File: config.mk
export PLATFORM = sky130hd
export DESIGN_NAME = comparador_multicanal
export DESIGN_NICKNAME = d
export VERILOG_FILES = /design/src/rtl/comparador_pkg.sv /design/src/rtl/comparador_canal.sv /design/src/rtl/comparador_multicanal.sv
export SDC_FILE = /design/constraint.sdc
export NUM_CORES = 1
export LEC_CHECK = 0
export CORE_ASPECT_RATIO = 1.1
export CORE_MARGIN = 5
export CORE_UTILIZATION = 30
export DETAILED_ROUTE_END_ITERATION = 8
export SYNTH_ARGS = -nofsm -noshare
export SYNTH_HDL_FRONTEND = slang
export SYNTH_SLANG_ARGS = --single-unit
File: constraint.sdc
create_clock -name clk -period 3.3 [get_ports clk]
set_clock_uncertainty 0.2 [all_clocks]
set_input_delay 0.66 -clock clk [delete_from_list [all_inputs] [get_ports clk]]
set_output_delay 0.66 -clock clk [all_outputs]
set_load 0.02 [all_outputs]
File: src/rtl/comparador_pkg.sv
// Shared mode type and constants for the multi-channel compare unit.
package comparador_pkg;

    typedef logic [1:0] modo_t;

    localparam modo_t MODO_OFF = 2'b00;
    localparam modo_t MODO_EQ  = 2'b01;
    localparam modo_t MODO_GE  = 2'b10;
    localparam modo_t MODO_UNA = 2'b11;

endpackage

File: src/rtl/comparador_canal.sv
// One compare channel: value/mode registers, match, pulse and sticky flag.
module comparador_canal
    import comparador_pkg::*;
#(
    parameter int ANCHO = 16
) (
    input  logic             clk,
    input  logic             rst,
    input  logic [ANCHO-1:0] contador,
    input  logic             wr_sel,
    input  logic [ANCHO-1:0] wr_valor,
    input  modo_t            wr_modo,
    input  logic             clr,
    output logic             coincide,
    output logic             pulso,
    output logic             bandera
);

    logic [ANCHO-1:0] valor_q, valor_d;
    modo_t            modo_q, modo_d;
    logic             coincide_q, coincide_d;
    logic             pulso_q, pulso_d;
    logic             bandera_q, bandera_d;
    logic             m;

    always_comb begin
        m = 1'b0;
        case (modo_q)
            MODO_EQ, MODO_UNA: m = (contador == valor_q);
            MODO_GE:           m = (contador >= valor_q);
            default:           m = 1'b0;
        endcase
    end

    // A write restarts the channel: the old setting can neither match nor pulse.
    always_comb begin
        valor_d    = valor_q;
        modo_d     = modo_q;
        coincide_d = m & ~wr_sel;
        pulso_d    = m & ~coincide_q & ~wr_sel;
        bandera_d  = pulso_d | (bandera_q & ~clr);
        if (wr_sel) begin
            valor_d = wr_valor;
            modo_d  = wr_modo;
        end else if (pulso_d && modo_q == MODO_UNA) begin
            modo_d = MODO_OFF;
        end
    end

    always_ff @(posedge clk or posedge rst) begin
        if (rst) begin
            valor_q    <= '0;
            modo_q     <= MODO_OFF;
            coincide_q <= 1'b0;
            pulso_q    <= 1'b0;
            bandera_q  <= 1'b0;
        end else begin
            valor_q    <= valor_d;
            modo_q     <= modo_d;
            coincide_q <= coincide_d;
            pulso_q    <= pulso_d;
            bandera_q  <= bandera_d;
        end
    end

    assign coincide = coincide_q;
    assign pulso    = pulso_q;
    assign bandera  = bandera_q;

endmodule

File: src/rtl/comparador_multicanal.sv
// Multi-channel compare unit: write decode, channel array and interrupt line.
module comparador_multicanal
    import comparador_pkg::*;
#(
    parameter  int ANCHO   = 16,
    parameter  int CANALES = 4,
    localparam int IDX_W   = (CANALES > 1) ? $clog2(CANALES) : 1
) (
    input  logic               clk,
    input  logic               rst,
    input  logic [ANCHO-1:0]   contador,
    input  logic               wr_en,
    input  logic [IDX_W-1:0]   wr_canal,
    input  logic [ANCHO-1:0]   wr_valor,
    input  logic [1:0]         wr_modo,
    input  logic [CANALES-1:0] clr_bandera,
    output logic [CANALES-1:0] coincide,
    output logic [CANALES-1:0] pulso,
    output logic [CANALES-1:0] bandera,
    output logic               irq
);

    logic [CANALES-1:0] wr_sel;
    logic               irq_q, irq_d;

    // Out-of-range channel numbers decode to no channel at all.
    always_comb begin
        for (int i = 0; i < CANALES; i++) begin
            wr_sel[i] = wr_en && (wr_canal == IDX_W'(i));
        end
    end

    for (genvar g = 0; g < CANALES; g++) begin : g_canal
        comparador_canal #(
            .ANCHO(ANCHO)
        ) u_canal (
            .clk      (clk),
            .rst      (rst),
            .contador (contador),
            .wr_sel   (wr_sel[g]),
            .wr_valor (wr_valor),
            .wr_modo  (modo_t'(wr_modo)),
            .clr      (clr_bandera[g]),
            .coincide (coincide[g]),
            .pulso    (pulso[g]),
            .bandera  (bandera[g])
        );
    end

    always_comb begin
        irq_d = |bandera;
    end

    always_ff @(posedge clk or posedge rst) begin
        if (rst) begin
            irq_q <= 1'b0;
        end else begin
            irq_q <= irq_d;
        end
    end

    assign irq = irq_q;

endmodule
# --- After elaboration in Yosys (flattened, before gate mapping) ---
# Cells that the tools add are included.
totals:
  reg_bits: 85
  inputBits: 43
  output_inout_bits: 13
  word_cells: 106
classes:
  order_cmp: 4
  eq_ne: 19
  muxes: 12
  n_bitwise: 32
  reduce_logical: 18
ops:
  columns: ["op", "n"]
  rows:
  - ["$eq 16x16->1", 4]
  - ["$ge 16x16->1", 4]
  - ["$eq 2x2->1 const B", 10]
  - ["$and 1x1->1", 16]
  - ["$mux 2", 8]
  - ["$not 1->1", 12]
  - ["$eq 2x1->1 const B", 5]
  - ["$logic_and 1x1->1", 8]
  - ["$pmux 1 s2", 4]
  - ["$reduce_bool 2->1", 4]
  - ["$reduce_or 2->1", 4]
  - ["$or 1x1->1", 4]
  - ["$reduce_or 4->1", 1]
  - ["$logic_not 2->1", 1]

# --- Longest topological paths before layout ---
logic_depth:
  depth_word: 8
  depth_mapped: 8
  depth_no_buf: 8

# --- Cells and area by module ---
# A second synthesis with hierarchy kept.
hier_totals:
  cells_unflattened: 515
  hier_area_um2: 4857.2
by_module_without_submodules:
  columns: ["module", "instances", "cells_each", "area_each_um2", "seq_area_each_um2"]
  rows:
  - ["comparador_canal", 4, 127, 1197.4, 525.5]
  - ["comparador_multicanal", 1, 7, 67.6, 25.0]

# --- Least setup slack after synthesis ---
# No wires, ideal clock.
synth_timing:
  path_type: "input -> register"
  startpoint: "in contador[14]"
  endpoint: "reg g_canal[3].u_canal.bandera_q"
  setup_ps: 125
  t_arrival_ps: 1976
  required_time_ps: 2975
  slack_ps: 999
  path_stages: 7
  path_buffers: 0
  cell_sequence: "ha_1 a21oi_1 nand2_1 a221o_1 o311a_1 nand2b_1 nand3_1"
synth_between:
  elab_chain_len: 5
  word_cells_on_any_way: 6
  classes_between: "order compare (1); eq/ne (1); mux (1); bitwise (3)"
synth_lines:
  columns: ["item", "line", "source"]
  rows:
  - ["start: declaration", "comparador_multicanal.sv:11", "input logic [ANCHO-1:0] contador,"]
  - ["$ge 16x16->1 / $eq 16x16->1 (equally long branches)", "comparador_canal.sv:30, comparador_canal.sv:29", null]
  - ["$pmux 1 s2 *", "comparador_canal.sv:28", "case (modo_q)"]
  - ["$and 1x1->1 * (2 in series)", "comparador_canal.sv:40", "pulso_d = m & ~coincide_q & ~wr_sel;"]
  - ["$or 1x1->1 *", "comparador_canal.sv:41", "bandera_d = pulso_d | (bandera_q & ~clr);"]
  - ["named net g_canal[3].u_canal.bandera_d", "comparador_canal.sv:23", "logic bandera_q, bandera_d;"]
  - ["end signal: assignment", "comparador_canal.sv:62", "bandera_q <= bandera_d;"]
  - ["end: declaration", "comparador_canal.sv:23", null]
# Mark *: on every way through the listed nets, which the timed path passes. The rest lies on a longest branch.
# A chain may end at the register's enable or synchronous reset.

# --- Worst setup path in the final report ---
layout_timing:
  startpoint: "in contador[15]"
  endpoint: "reg g_canal[1].u_canal.modo_q[0]"
layout_between:
  elab_chain_len: 6
  word_cells_on_any_way: 7
  classes_between: "order compare (1); eq/ne (1); mux (1); bitwise (2); reduce/logical (2)"
layout_lines:
  columns: ["item", "line", "source"]
  rows:
  - ["$ge 16x16->1 / $eq 16x16->1 (equally long branches)", "comparador_canal.sv:30, comparador_canal.sv:29", null]
  - ["$pmux 1 s2 *", "comparador_canal.sv:28", null]
  - ["$and 1x1->1 * (2 in series)", "comparador_canal.sv:40", null]
  - ["$logic_and 1x1->1 *", "comparador_canal.sv:45", "end else if (pulso_d && modo_q == MODO_UNA) begin"]
  - ["$reduce_bool 2->1 (no line) *", null, null]
  - ["end signal: assignment", "comparador_canal.sv:59", "modo_q <= modo_d;"]
  - ["end: declaration", "comparador_canal.sv:20", "modo_t modo_q, modo_d;"]
# Mark *: on every way between the ends. The rest lies on a longest branch, timed or not.

==> run summary <==
Of all cell types, the one taking the most synthesized area is sky130_fd_sc_hd__dfrtp_1. Yosys attributes the largest share of cell area to sky130_fd_sc_hd__dfrtp_1 44%, sky130_fd_sc_hd__ha_1 16%, sky130_fd_sc_hd__mux2_2 11%, sky130_fd_sc_hd__inv_1 5.8%, sky130_fd_sc_hd__o21ai_0 2.8%. The die is 131.6 um wide.

The count of instances resized after the clock tree is built is 0. The sequential share of the synthesized area came out at 0.4360. The wire length of the first global-routing pass is 18,850 um. The routed layout has 3,479 vias. The final-report max-slew violation count came out at 0. The worst setup path is launched from an input port. The routed design could run at a clock period as short as 2.755 ns. The setup slack at placement is 0.1891 ns. The fraction of the mapped netlist area in compound gates came to 0.1128. The maximum buffer depth of the clock tree came out at 2.

Routability-driven placement finished with a final weighted congestion of 0.8605. The fraction of the cycle the final worst path needs came out at 0.8349. For this block, the initial DRC count from the detailed router was 174. The dominant combinational cell family by area after synthesis is adder cells. The sum of routed wire length over all layers is 11,310 um. The number of placed instances, taps included, is 710. The cell at the root of the clock tree is sky130_fd_sc_hd__clkbuf_16.

Dividing the synthesized area by the synthesized cell count gives 10.49 um^2. The portion of total power attributed to combinational logic is 0.273. The data required time of the worst path is 3.32 ns. The total congestion overflow after global routing came out at 0. Max-cap violations in this run came to 0. Of the total synthesized cell area, the portion taken by XOR and XNOR cells is 0.

The flow ran to the end, and the final reports show no timing, DRC or antenna violations. The synthesized flop and latch total came out at 85. In this run the tightest slew margin relative to its limit is 0.5118. The worst path meets setup with 0.5448 ns of slack.

The overall global routing resource usage came out at 0.1250. The number of rows created at floorplan is 49. The number of antenna violations at the first check in global routing came to 0.

The share of total power dissipated in the clock network is 0.318. The worst setup path is captured at a flip-flop. Entering global routing, the biggest net connects 46 pins. The hold buffer count at cts is 0. In the layout the commonest cells are 85 x sky130_fd_sc_hd__dfrtp_1, 74 x sky130_fd_sc_hd__inv_1, 64 x sky130_fd_sc_hd__ha_1. The setup total negative slack is 0 ns.

TritonCTS built the clock tree. Yosys mapped the design onto 39 distinct sky130hd cell types. The area of the placeable core came out at 0.01619 mm^2. The critical path data arrival time is 2.77 ns. The upper clock frequency limit came out at 362.9 MHz.

The peak supply drop came out at 236.8 uV. Once detail routing completed, the nets flagged for antenna violations numbered 0. The number of endpoints failing setup at the final stage is 0.

The type of the worst min-delay path is reg -> reg. The post-route cell area came out at 0.005934 mm^2. The clock input transition at the sequential cells of the worst setup and hold paths came out at 0.06 ns.

Leaving out fill and tap cells, the most frequent cell in the layout is sky130_fd_sc_hd__dfrtp_1. The number of diodes added for antenna fixing is 0. The finished layout holds 725 standard cells, fillers aside.

Setup repair after global routing left no endpoint under its margin. The mux cell area share after synthesis came out at 0.1131. For the pin with the worst max-slew slack, the measured transition is 0.7322 ns. The area added between synthesis and finish came out at 21.65%. The number of sinks on the clock net is 85. The switching power summed over all nets is 965.3 uW. The chip height is 143.7 um. The initial standard-cell utilization of the core is 0.3014. The count of port buffers added during placement is 55. The clock latency reported for the late side of the worst-skew pair is 0.34 ns. The number of global-route vias before repair is 3,693.

Counting the buffers created by CTS gives 9. For this design the top-level I/O count stands at 56. The maximum level of the CTS H-tree is 3. Once placement finished, the instance area stood at 0.005628 mm^2.

The die covers 0.01891 mm^2. The fraction of final layout cells sized beyond drive strength 1 is 0.1478. Post-CTS timing repair inserted 0 buffers for setup. Dividing total power by cell area gives a power density of 556.3 mW/mm^2. The part of the power in registers came out at 0.408.

The first detailed-routing pass took 4 iterations. Hold timing on the final database bottoms out at a slack of 0.2850 ns. The analysis attributes to cell leakage a power of 2.780 nW. The top-area cell type share of the netlist area is 0.4360. After detailed routing, the average wire length per cell comes to 15.61 um.

For this run, the post-layout net count is 624. The switching share of power came out at 0.2924. Of all nets on the critical path, the largest fanout is 4. The cell-internal power is 2.336 mW. The final-report hold violation count came out at 0. The via count normalized by instance count came out at 4.799. The basic-gate share of the synthesized area counting and, or, nand and nor cells is 0.08977.

The post-detailed-placement half-perimeter wirelength came out at 8957 um. The count of warnings emitted by yosys came out at 0. The worst setup path is of the in -> reg kind. Of the total synthesized cell area, the portion taken by full adders, half adders and majority gates is 0.1641. The post-detailed-route DRC marker count is 0. The post-synthesis cell area came out at 0.004878 mm^2. The number of nets produced by synthesis is 572. The count of mapped cells out of synthesis came out at 465.
-- power by group through the flow --
stage,Combinational (mW),Sequential (mW),Clock (mW)
finish,0.902,1.35,1.05
global route,1.02,1.37,1.13
CTS,0.916,1.35,1.09
global placement,0.887,1.36,0
floorplan,0.637,1.34,0
detailed placement,0.911,1.37,0
-- cell type report --
class	count	area, um^2
clock inverter	4	73.82
clock buffer	11	232.7
timing repair buffer	62	615.6
sequential	85	2127
tap	204	255.2
inverter	75	282.8
fill	1628	10250
multi-input combinational	284	2347
-- synthesized netlist by cell type (all sizes together) --
| library cell | instances |
|---|---|
| a2111o | 1 |
| a2111oi | 2 |
| a211oi | 3 |
| a21o | 6 |
| a21oi | 26 |
| a221o | 1 |
| a2bb2oi | 1 |
| a31oi | 1 |
| buf | 16 |
| clkbuf | 5 |
| dfrtp | 85 |
| ha | 64 |
| inv | 75 |
| mux2 | 49 |
| nand2 | 30 |
| nand2b | 4 |
| nand3 | 12 |
| nand3b | 2 |
| nand4 | 16 |
| nor2 | 8 |
| nor2b | 5 |
| nor3b | 1 |
| nor4 | 3 |
| o211ai | 6 |
| o21a | 2 |
| o21ai | 30 |
| o221ai | 2 |
| o22ai | 3 |
| o311a | 1 |
| o41a | 2 |
| or3 | 1 |
| or4 | 2 |
-- final timing paths --
path | from | end | slack (ns) | depth (start not counted)
worst max-delay path | contador[15] | g_canal[1].u_canal.modo_q[0] | 0.54 | 8
worst min-delay path | g_canal[0].u_canal.coincide | g_canal[0].u_canal.pulso | 0.29 | 1
worst max register to register | g_canal[1].u_canal.valor_q[15] | g_canal[1].u_canal.modo_q[0] | 1.04 | 8
worst min register to register | g_canal[0].u_canal.coincide | g_canal[0].u_canal.pulso | 0.29 | 1
max in group asynchronous | rst | irq | 1.69 | 3
min in group asynchronous | rst | g_canal[2].u_canal.valor_q[6] | 0.54 | 2
-- metal layers --
layer	share of wire	vias up	track usage
li1	-	1717	-
met1	0.46	1684	0.1563
met2	0.48	67	0.2123
met3	0.048	11	0.03431
met4	0.012	0	0.03790
met5	0	-	0
-- sequential cells by signal, summed over array words and instances, names as in the netlist --
name and flops:
g_canal.u_canal.modo_q 8, g_canal.u_canal.coincide 4, g_canal.u_canal.valor_q 64, irq 1
g_canal.u_canal.bandera 4, g_canal.u_canal.pulso 4
-- cells by family (layout without fill, tap and decap cells) --
family	after synthesis	after routing
adder cells (fa/ha/maj)	64	64
flip-flops	85	85
AO/OA/AOI/OAI	87	87
multiplexers	49	49
buffers and inverters	96	152
AND/OR/NAND/NOR	84	84
-- worst max-delay path, cell delays in order --
cell,delay (ns)
sky130_fd_sc_hd__clkdlybuf4s50_1,0.50
sky130_fd_sc_hd__ha_1,0.37
sky130_fd_sc_hd__nand4_2,0.20
sky130_fd_sc_hd__or3_4,0.45
sky130_fd_sc_hd__nor2_1,0.20
sky130_fd_sc_hd__nand2b_1,0.11
sky130_fd_sc_hd__o211ai_1,0.18
sky130_fd_sc_hd__o21ai_1,0.10
-- per-stage QoR --
step	total power [mW]	util
final	3.301	0.3667
after global routing	3.523	0.3667
after CTS	3.352	0.3667
after detailed placement	2.280	0.3477
after global placement	2.245	0.3477
after floorplan	1.976	-
Note: power is estimated with default switching activity, not from simulation.
